==> src/rtl/mem_arbiter.sv <==
// Single-outstanding arbiter sharing one memory port between instruction fetch and the LSU.
// LSU has fixed priority; a saturating starvation counter periodically forces a fetch grant.
module mem_arbiter #(
  parameter int unsigned ADDR_W       = 32,
  parameter int unsigned DATA_W       = 32,
  parameter int unsigned STARVE_LIMIT = 4
) (
  input  logic                  clk,
  input  logic                  reset,
  input  logic                  if_req_valid,
  output logic                  if_req_ready,
  input  logic [ADDR_W-1:0]     if_addr,
  input  logic                  if_flush,
  output logic                  if_resp_valid,
  output logic [DATA_W-1:0]     if_rdata,
  input  logic                  lsu_req_valid,
  output logic                  lsu_req_ready,
  input  logic [ADDR_W-1:0]     lsu_addr,
  input  logic                  lsu_wen,
  input  logic [DATA_W-1:0]     lsu_wdata,
  input  logic [DATA_W/8-1:0]   lsu_wmask,
  output logic                  lsu_resp_valid,
  output logic [DATA_W-1:0]     lsu_rdata,
  output logic                  mem_req_valid,
  input  logic                  mem_req_ready,
  output logic [ADDR_W-1:0]     mem_addr,
  output logic                  mem_wen,
  output logic [DATA_W-1:0]     mem_wdata,
  output logic [DATA_W/8-1:0]   mem_wmask,
  input  logic                  mem_resp_valid,
  input  logic [DATA_W-1:0]     mem_rdata,
  output logic                  busy
);

  localparam int unsigned MASK_W = DATA_W / 8;
  localparam int unsigned CNT_W  = 4;

  typedef enum logic [1:0] {S_IDLE, S_REQ, S_WAIT, S_RESP} state_e;
  typedef enum logic {OWN_IF, OWN_LSU} owner_e;

  state_e              state_q, state_d;
  owner_e              owner_q, owner_d;
  logic [CNT_W-1:0]    starve_q, starve_d;
  logic                kill_q, kill_d;
  logic [ADDR_W-1:0]   addr_q, addr_d;
  logic                wen_q, wen_d;
  logic [DATA_W-1:0]   wdata_q, wdata_d;
  logic [MASK_W-1:0]   wmask_q, wmask_d;
  logic [DATA_W-1:0]   if_rdata_q, if_rdata_d;
  logic [DATA_W-1:0]   lsu_rdata_q, lsu_rdata_d;
  logic                if_forced;

  // State and datapath registers
  always_ff @(posedge clk or negedge reset) begin
    if (!reset) begin
      state_q     <= S_IDLE;
      owner_q     <= OWN_IF;
      starve_q    <= '0;
      kill_q      <= 1'b0;
      addr_q      <= '0;
      wen_q       <= 1'b0;
      wdata_q     <= '0;
      wmask_q     <= '0;
      if_rdata_q  <= '0;
      lsu_rdata_q <= '0;
    end else begin
      state_q     <= state_d;
      owner_q     <= owner_d;
      starve_q    <= starve_d;
      kill_q      <= kill_d;
      addr_q      <= addr_d;
      wen_q       <= wen_d;
      wdata_q     <= wdata_d;
      wmask_q     <= wmask_d;
      if_rdata_q  <= if_rdata_d;
      lsu_rdata_q <= lsu_rdata_d;
    end
  end

  assign if_forced = (starve_q == CNT_W'(STARVE_LIMIT));

  // Arbitration, sequencing and response routing
  always_comb begin
    state_d        = state_q;
    owner_d        = owner_q;
    starve_d       = starve_q;
    kill_d         = kill_q;
    addr_d         = addr_q;
    wen_d          = wen_q;
    wdata_d        = wdata_q;
    wmask_d        = wmask_q;
    if_rdata_d     = if_rdata_q;
    lsu_rdata_d    = lsu_rdata_q;
    if_req_ready   = 1'b0;
    lsu_req_ready  = 1'b0;
    mem_req_valid  = 1'b0;
    if_resp_valid  = 1'b0;
    lsu_resp_valid = 1'b0;

    if (state_q != S_IDLE && owner_q == OWN_IF && if_flush) begin
      kill_d = 1'b1;
    end

    case (state_q)
      S_IDLE: begin
        // Readies are gated by reset so every output reads 0 while it is asserted
        if (lsu_req_valid && !(if_req_valid && if_forced)) begin
          lsu_req_ready = reset;
          owner_d       = OWN_LSU;
          addr_d        = lsu_addr;
          wen_d         = lsu_wen;
          wdata_d       = lsu_wdata;
          wmask_d       = lsu_wmask;
          state_d       = S_REQ;
          if (if_req_valid && !if_forced) begin
            starve_d = starve_q + CNT_W'(1);
          end
        end else if (if_req_valid) begin
          if_req_ready = reset;
          owner_d      = OWN_IF;
          addr_d       = if_addr;
          wen_d        = 1'b0;
          wdata_d      = '0;
          wmask_d      = '0;
          starve_d     = '0;
          state_d      = S_REQ;
        end
      end
      S_REQ: begin
        mem_req_valid = 1'b1;
        if (mem_req_ready) begin
          state_d = S_WAIT;
        end
      end
      S_WAIT: begin
        if (mem_resp_valid) begin
          if (owner_q == OWN_IF) begin
            if_rdata_d = mem_rdata;
          end else begin
            lsu_rdata_d = wen_q ? '0 : mem_rdata;
          end
          state_d = S_RESP;
        end
      end
      S_RESP: begin
        if (owner_q == OWN_IF) begin
          if_resp_valid = !kill_q && !if_flush;
        end else begin
          lsu_resp_valid = 1'b1;
        end
        kill_d  = 1'b0;
        state_d = S_IDLE;
      end
      default: state_d = S_IDLE;
    endcase
  end

  assign mem_addr  = addr_q;
  assign mem_wen   = wen_q;
  assign mem_wdata = wdata_q;
  assign mem_wmask = wmask_q;
  assign if_rdata  = if_rdata_q;
  assign lsu_rdata = lsu_rdata_q;
  assign busy      = (state_q != S_IDLE);

endmodule

==> config.mk <==
export PLATFORM = sky130hd
export DESIGN_NAME = mem_arbiter
export DESIGN_NICKNAME = d
export VERILOG_FILES = /design/src/rtl/mem_arbiter.sv
export SDC_FILE = /design/constraint.sdc
export NUM_CORES = 1
export LEC_CHECK = 0
export ABC_AREA = 1
export BUFFER_PORTS_ARGS = -buffer_cell sky130_fd_sc_hd__buf_2
export CAP_MARGIN = 30
export CELL_PAD_IN_SITES_DETAIL_PLACEMENT = 1
export CELL_PAD_IN_SITES_GLOBAL_PLACEMENT = 1
export CORE_MARGIN = 8
export CORE_UTILIZATION = 36
export DETAILED_ROUTE_END_ITERATION = 10
export PLACE_DENSITY = 0.91
export SLEW_MARGIN = 30
export SYNTH_ARGS = -nofsm -noshare
export SYNTH_HDL_FRONTEND = slang
export SYNTH_SLANG_ARGS = --single-unit
==> constraint.sdc <==
create_clock -name clk -period 2.6 [get_ports clk]
set_input_delay 0.39 -clock clk [delete_from_list [all_inputs] [get_ports clk]]
set_output_delay 0.39 -clock clk [all_outputs]
set_load 0.03 [all_outputs]
# After elaboration in Yosys (flattened, before gate mapping)
# Cells that the tools add are included.
[totals]
word_cells = 68
mem_count = 0
input_bits = 140
mem_bits_rw = 0
regBits = 141
latch_bits = 0
romBits = 0
output_inout_bits = 139
[op_classes]
n_mux = 29
bitwise = 1
n_eq_ne = 8
n_mul = 0
shift = 0
n_div = 0
n_addsub = 1
n_reduce_logical = 19
magnitude_cmp = 0
[ops]
columns = ["op", "count"]
rows = [
  ["32-bit 2-to-1 mux", 5],
  ["4-bit 2-to-1 mux", 4],
  ["1-bit 2-to-1 mux", 15],
  ["3-bit AND reduction", 4],
  ["2-bit 2-to-1 mux", 4],
  ["2-bit case mux with 4 select lines", 1],
  ["1-bit logical AND", 6],
  ["2-bit nonzero test", 3],
  ["4-bit by 1-bit adder with 4-bit output (second input constant)", 1],
  ["2-bit == test (second input constant)", 2],
  ["4-bit by 3-bit == test with 1-bit output (second input constant)", 1],
  ["1-bit logical NOT", 4],
  ["2-bit != test (second input constant)", 2],
  ["3-bit != test (second input constant)", 1],
  ["2-bit by 1-bit == test with 1-bit output (second input constant)", 1],
  ["2-bit logical NOT", 1],
  ["2-bit by 1-bit != test with 1-bit output (second input constant)", 1],
  ["2-bit AND reduction", 1],
  ["1-bit inverter", 1],
]

# Depth between registers and ports, before layout
[depth]
word_depth = 6
mapped_depth = 11
depth_no_buf = 9

# Least setup slack after synthesis
# OpenSTA, ideal clock, no wires.
[synth_path]
path_type = "flip-flop to output port"
startpoint = "reg starve_q[0]"
endpoint = "out lsu_req_ready"
path_stages_with_launch = 11
t_required_ns = 2.210
path_buffers = 1
setup_slack_ns = 0.576
t_arrival_ns = 1.634
path_cell_list = "dfrtp_1 > inv_1 > ha_1 > nand2_1 > inv_1 > nand2_2 > nand2_2 > nor2_1 > buf_6 > inv_1 > nor2_1"
[synth_via]
elab_chain_cells = 6
[synth_lines]
columns = ["element", "line_no", "rtl"]
rows = [
  ["start, declared", "43", "logic [CNT_W-1:0] starve_q, starve_d;"],
  ["start signal, assigned", "69", "starve_q <= starve_d;"],
  ["4-bit by 3-bit == test with 1-bit output", "80", "assign if_forced = (starve_q == CNT_W'(STARVE_LIMIT));"],
  ["1-bit logical AND", "107", "if (lsu_req_valid && !(if_req_valid && if_forced)) begin"],
  ["1-bit logical NOT", "107", ""],
  ["1-bit logical AND", "107", ""],
  ["1-bit 2-to-1 mux", "107", ""],
  ["1-bit 2-to-1 mux", "104", "case (state_q)"],
  ["end, declared", "17", "output logic lsu_req_ready,"],
]
# No other way between the ends.

# Final worst setup path
[layout_path]
startpoint = "reg state_q[1]"
endpoint = "out if_req_ready"
[layout_via]
elab_chain_cells = 2
[layout_lines]
columns = ["element", "line_no", "rtl"]
rows = [
  ["start, declared", "41", "state_e state_q, state_d;"],
  ["start signal, assigned", "67", "state_q <= state_d;"],
  ["2-bit logical NOT", "104", ""],
  ["1-bit 2-to-1 mux", "104", ""],
  ["end, declared", "11", "output logic if_req_ready,"],
]
# No other way between the ends.

==> run_results.csv <==
group,metric,value,unit
status,status,"finished, final reports clean",
power,ir_drop,0.5941,mV
route,drtPass1Iterations,4,
route,vias,6142,
clock_tree,cts_buffers,17,
sta,skew,7.815,ps
place,post_dp_cell_area,7854,um^2
sta,min_period_over_period,88.31,%
global_route,gr-total-overflow,0,
logic_synthesis,synth_xor_area_share,0.1398,%
route,viasPerCell,4.795,
power,power_density,1385,nW/um^2
sta,final_hold_viol_count,0,
clock_tree,path_clk_slew,60,ps
floorplan,rows,48,
logic_synthesis,synthAdderAreaFrac,1.199,%
sta,relSlewSlack,50.03,%
setup_path,crit_arrival,1910,ps
logic_synthesis,synth-simple-area-share,26.09,%
setup_path,cp.required,2210,ps
setup_path,cp_max_fo,8,
logic_synthesis,syn_area_per_cell,8.072,um^2
clock_tree,max-clock-path-buffers,2,
logic_synthesis,synthesis.instances,776,
sta,finalSetupViolCount,0,
logic_synthesis,synth_area,6264,um^2
floorplan,die_y,147.9,um
route,post_drt_wl_per_cell,17.51,um
power,pwr-share-clk,23.7,%
clock_tree,worstSkewPairLatency,410,ps
clock_tree,cts-root-buf,"clkbuf_16",
setup_path,crit_path_end_kind,"output pin",
sta,rsz0062_at_grt,"no",
global_route,grt_max_degree,142,
place,gp_congestion,0.7946,
layout,n_fill_cell,2183,
place,numPortBuffers,278,
sta,max_freq,0.4355,GHz
route,drc,0,
global_route,grt.total_usage,20.25,%
logic_synthesis,ys_types,22,
route,ant_nets,0,
sta,worst_slew_pin_slew,749.5,ps
layout,diodes,0,
power,sw_frac_of_total,45.86,%
power,p_leak,5.148,nW
floorplan,die-area,21880,um^2
floorplan,chipWidth,147.9,um
sta,whs,116.0,ps
setup_path,start_kind,"flop",
clock_tree,cts_sinks,141,
global_route,grt_pass1_vias,6671,
sta,tns,0,ps
route,routed_wl,22440,um
setup_path,criticalPathCategory,"reg -> out",
layout,synthToLayoutAreaGrowth,36.18,%
power,power_frac_seq,31.6,%
global_route,grt_antenna_before_repair,2,
logic_synthesis,synth_top_family_by_area,"simple AND/OR/NAND/NOR gates",
floorplan,fp.coreArea,17180,um^2
logic_synthesis,synthMuxAreaShare,0,%
logic_synthesis,synth-seq-cells,141,
power,p_int,6.396,mW
flow_run,drv_cap,0,
clock_tree,cts_tree,"done",
clock_tree,cts-htree-levels,4,
logic_synthesis,yosysWarnings,0,
layout,drive_above_1_share,31.44,%
floorplan,ios,279,
setup_path,max_stage_delay,400,ps
route,drt_iter0_markers,231,
clock_tree,cts_resized,0,
setup_path,crit_chain,"inv_1, ha_1, nand2_1, inv_1, nand2_1, nor2_1, buf_2",
logic_synthesis,synth_compound_area_share,6.033,%
logic_synthesis,synth-seq-area-share,56.33,%
place,place_hpwl,16230,um
sta,fin_crit,2296,ps
clock_tree,ctsHoldBuffers,0,
layout,nets,1190,
floorplan,start_util,36.47,%
layout,finalInstanceArea,8529,um^2
global_route,grt_pass1_wl,35200,um
setup_path,crit_slowest_cell,"dfrtp_1",
sta,maxSlewViolCount,0,
clock_tree,cts_setup_buffers,0,
power,pwr-share-comb,44.7,%
worst_hold_path,worstHoldPathType,"in -> async",
logic_synthesis,synth_nets,922,
power,p_switching,5.419,mW
flip-flops by register name (all words and copies together), names as in the netlist:
| signal | count |
|---|---|
| mem_wen | 1 |
| starve_q | 4 |
| mem_wdata | 32 |
| mem_wmask | 4 |
| lsu_rdata | 32 |
| mem_addr | 32 |
| state_q | 2 |
| kill_q | 1 |
| owner_q | 1 |
| if_rdata | 32 |
per-stage QoR:
step	setup WS (ps)	std cells	total power, mW	utilization [%]
5_1_grt	148.6	1281	12.50	49.66
3_3_place_gp	803.9	1250	8.847	45.72
2_1_floorplan	575.8	776	7.181	-
6_report	303.9	1281	11.81	49.66
3_5_place_dp	701.9	1250	9.083	45.72
4_1_cts	266.3	1281	11.95	49.66
critical path, delay by kind of cell (launching register included):
kind                       cells  cell delay, ps
DFF                            1             400
buffers and inverters          3             520
adders and majority gates      1             240
and+or+nand+nor                3             330
power by group through the flow:
stage / sequential [mW] / clock (mW) / combinational [mW]
after CTS: 3.73 / 2.85 / 5.37
after detailed placement: 3.74 / 0 / 5.34
final: 3.73 / 2.80 / 5.28
after global routing: 3.84 / 2.94 / 5.73
after floorplan: 5.47 / 0 / 1.71
after global placement: 3.71 / 0 / 5.14
synth_stat cells:
cell type,n,share of area [%]
a21oi_4,1,0.26
a31oi_1,2,0.20
buf_2,16,1.3
buf_4,3,0.36
buf_6,2,0.36
clkbuf_1,21,1.3
clkinv_1,1,0.060
dfrtp_1,141,56
ha_1,6,1.2
inv_1,111,6.7
inv_2,4,0.24
nand2_1,286,17
nand2_2,2,0.20
nand3_1,98,7.8
nand3_2,1,0.16
nand4_1,2,0.20
nor2_1,8,0.48
nor3_1,1,0.080
o21a_1,1,0.12
o21ai_0,67,5.4
o22ai_1,1,0.10
xor2_1,1,0.14
layout by cell type, fill, tap and decap left out, types with 3 or more instances in the layout:
cell type    n
clkbuf_16   17
nand3_1     98
bufinv_16    6
nand2_1    286
ha_1         6
dfrtp_1    141
inv_2        4
clkinv_4     3
buf_4       12
nor2_1       6
buf_2      277
inv_1      111
o21ai_0     67
worst paths after layout:
kind                               from             to  slack [ps]  cells past startpoint
setup / recovery             state_q[1]   if_req_ready         300                      7
hold / removal                    reset   mem_wdata[9]         120                      2
setup reg to reg             state_q[0]  mem_wdata[27]         700                      8
hold reg to reg             mem_addr[7]    mem_addr[7]         470                      2
max in group asynchronous         reset    mem_addr[8]        1960                      2
min in group clk           lsu_wdata[6]   mem_wdata[6]         170                      3
logic make-up (layout without fill, tap and decap cells):
logic type	count (synthesis)	in the layout
flops	141	141
fa+ha+maj	6	6
simple gates	398	398
buf+inv	158	438
xor+xnor	1	1
compound gates	72	72
per-layer routing:
layer  global-route usage, %  vias to the layer above  wire length (um)
met5                       0                        -                25
met4                   7.904                        4               485
met3                   6.420                       41              1754
met2                   34.38                      241             11080
met1                   23.38                     2945              9094
li1                        -                     2911                 -
layout make-up:
| type | count | area, um^2 | area share [%] |
|---|---|---|---|
| clock buffers | 18 | 439.2 | 5.149 |
| clock inverters | 13 | 236.5 | 2.772 |
| inverters | 116 | 435.4 | 5.105 |
| multi-input cells | 477 | 2101 | 24.63 |
| flip-flops and latches | 141 | 3528 | 41.37 |
| well taps | 225 | 281.5 | 3.301 |
| repair buffers | 291 | 1508 | 17.68 |
No activity file was read; power rests on OpenSTA's default activity.
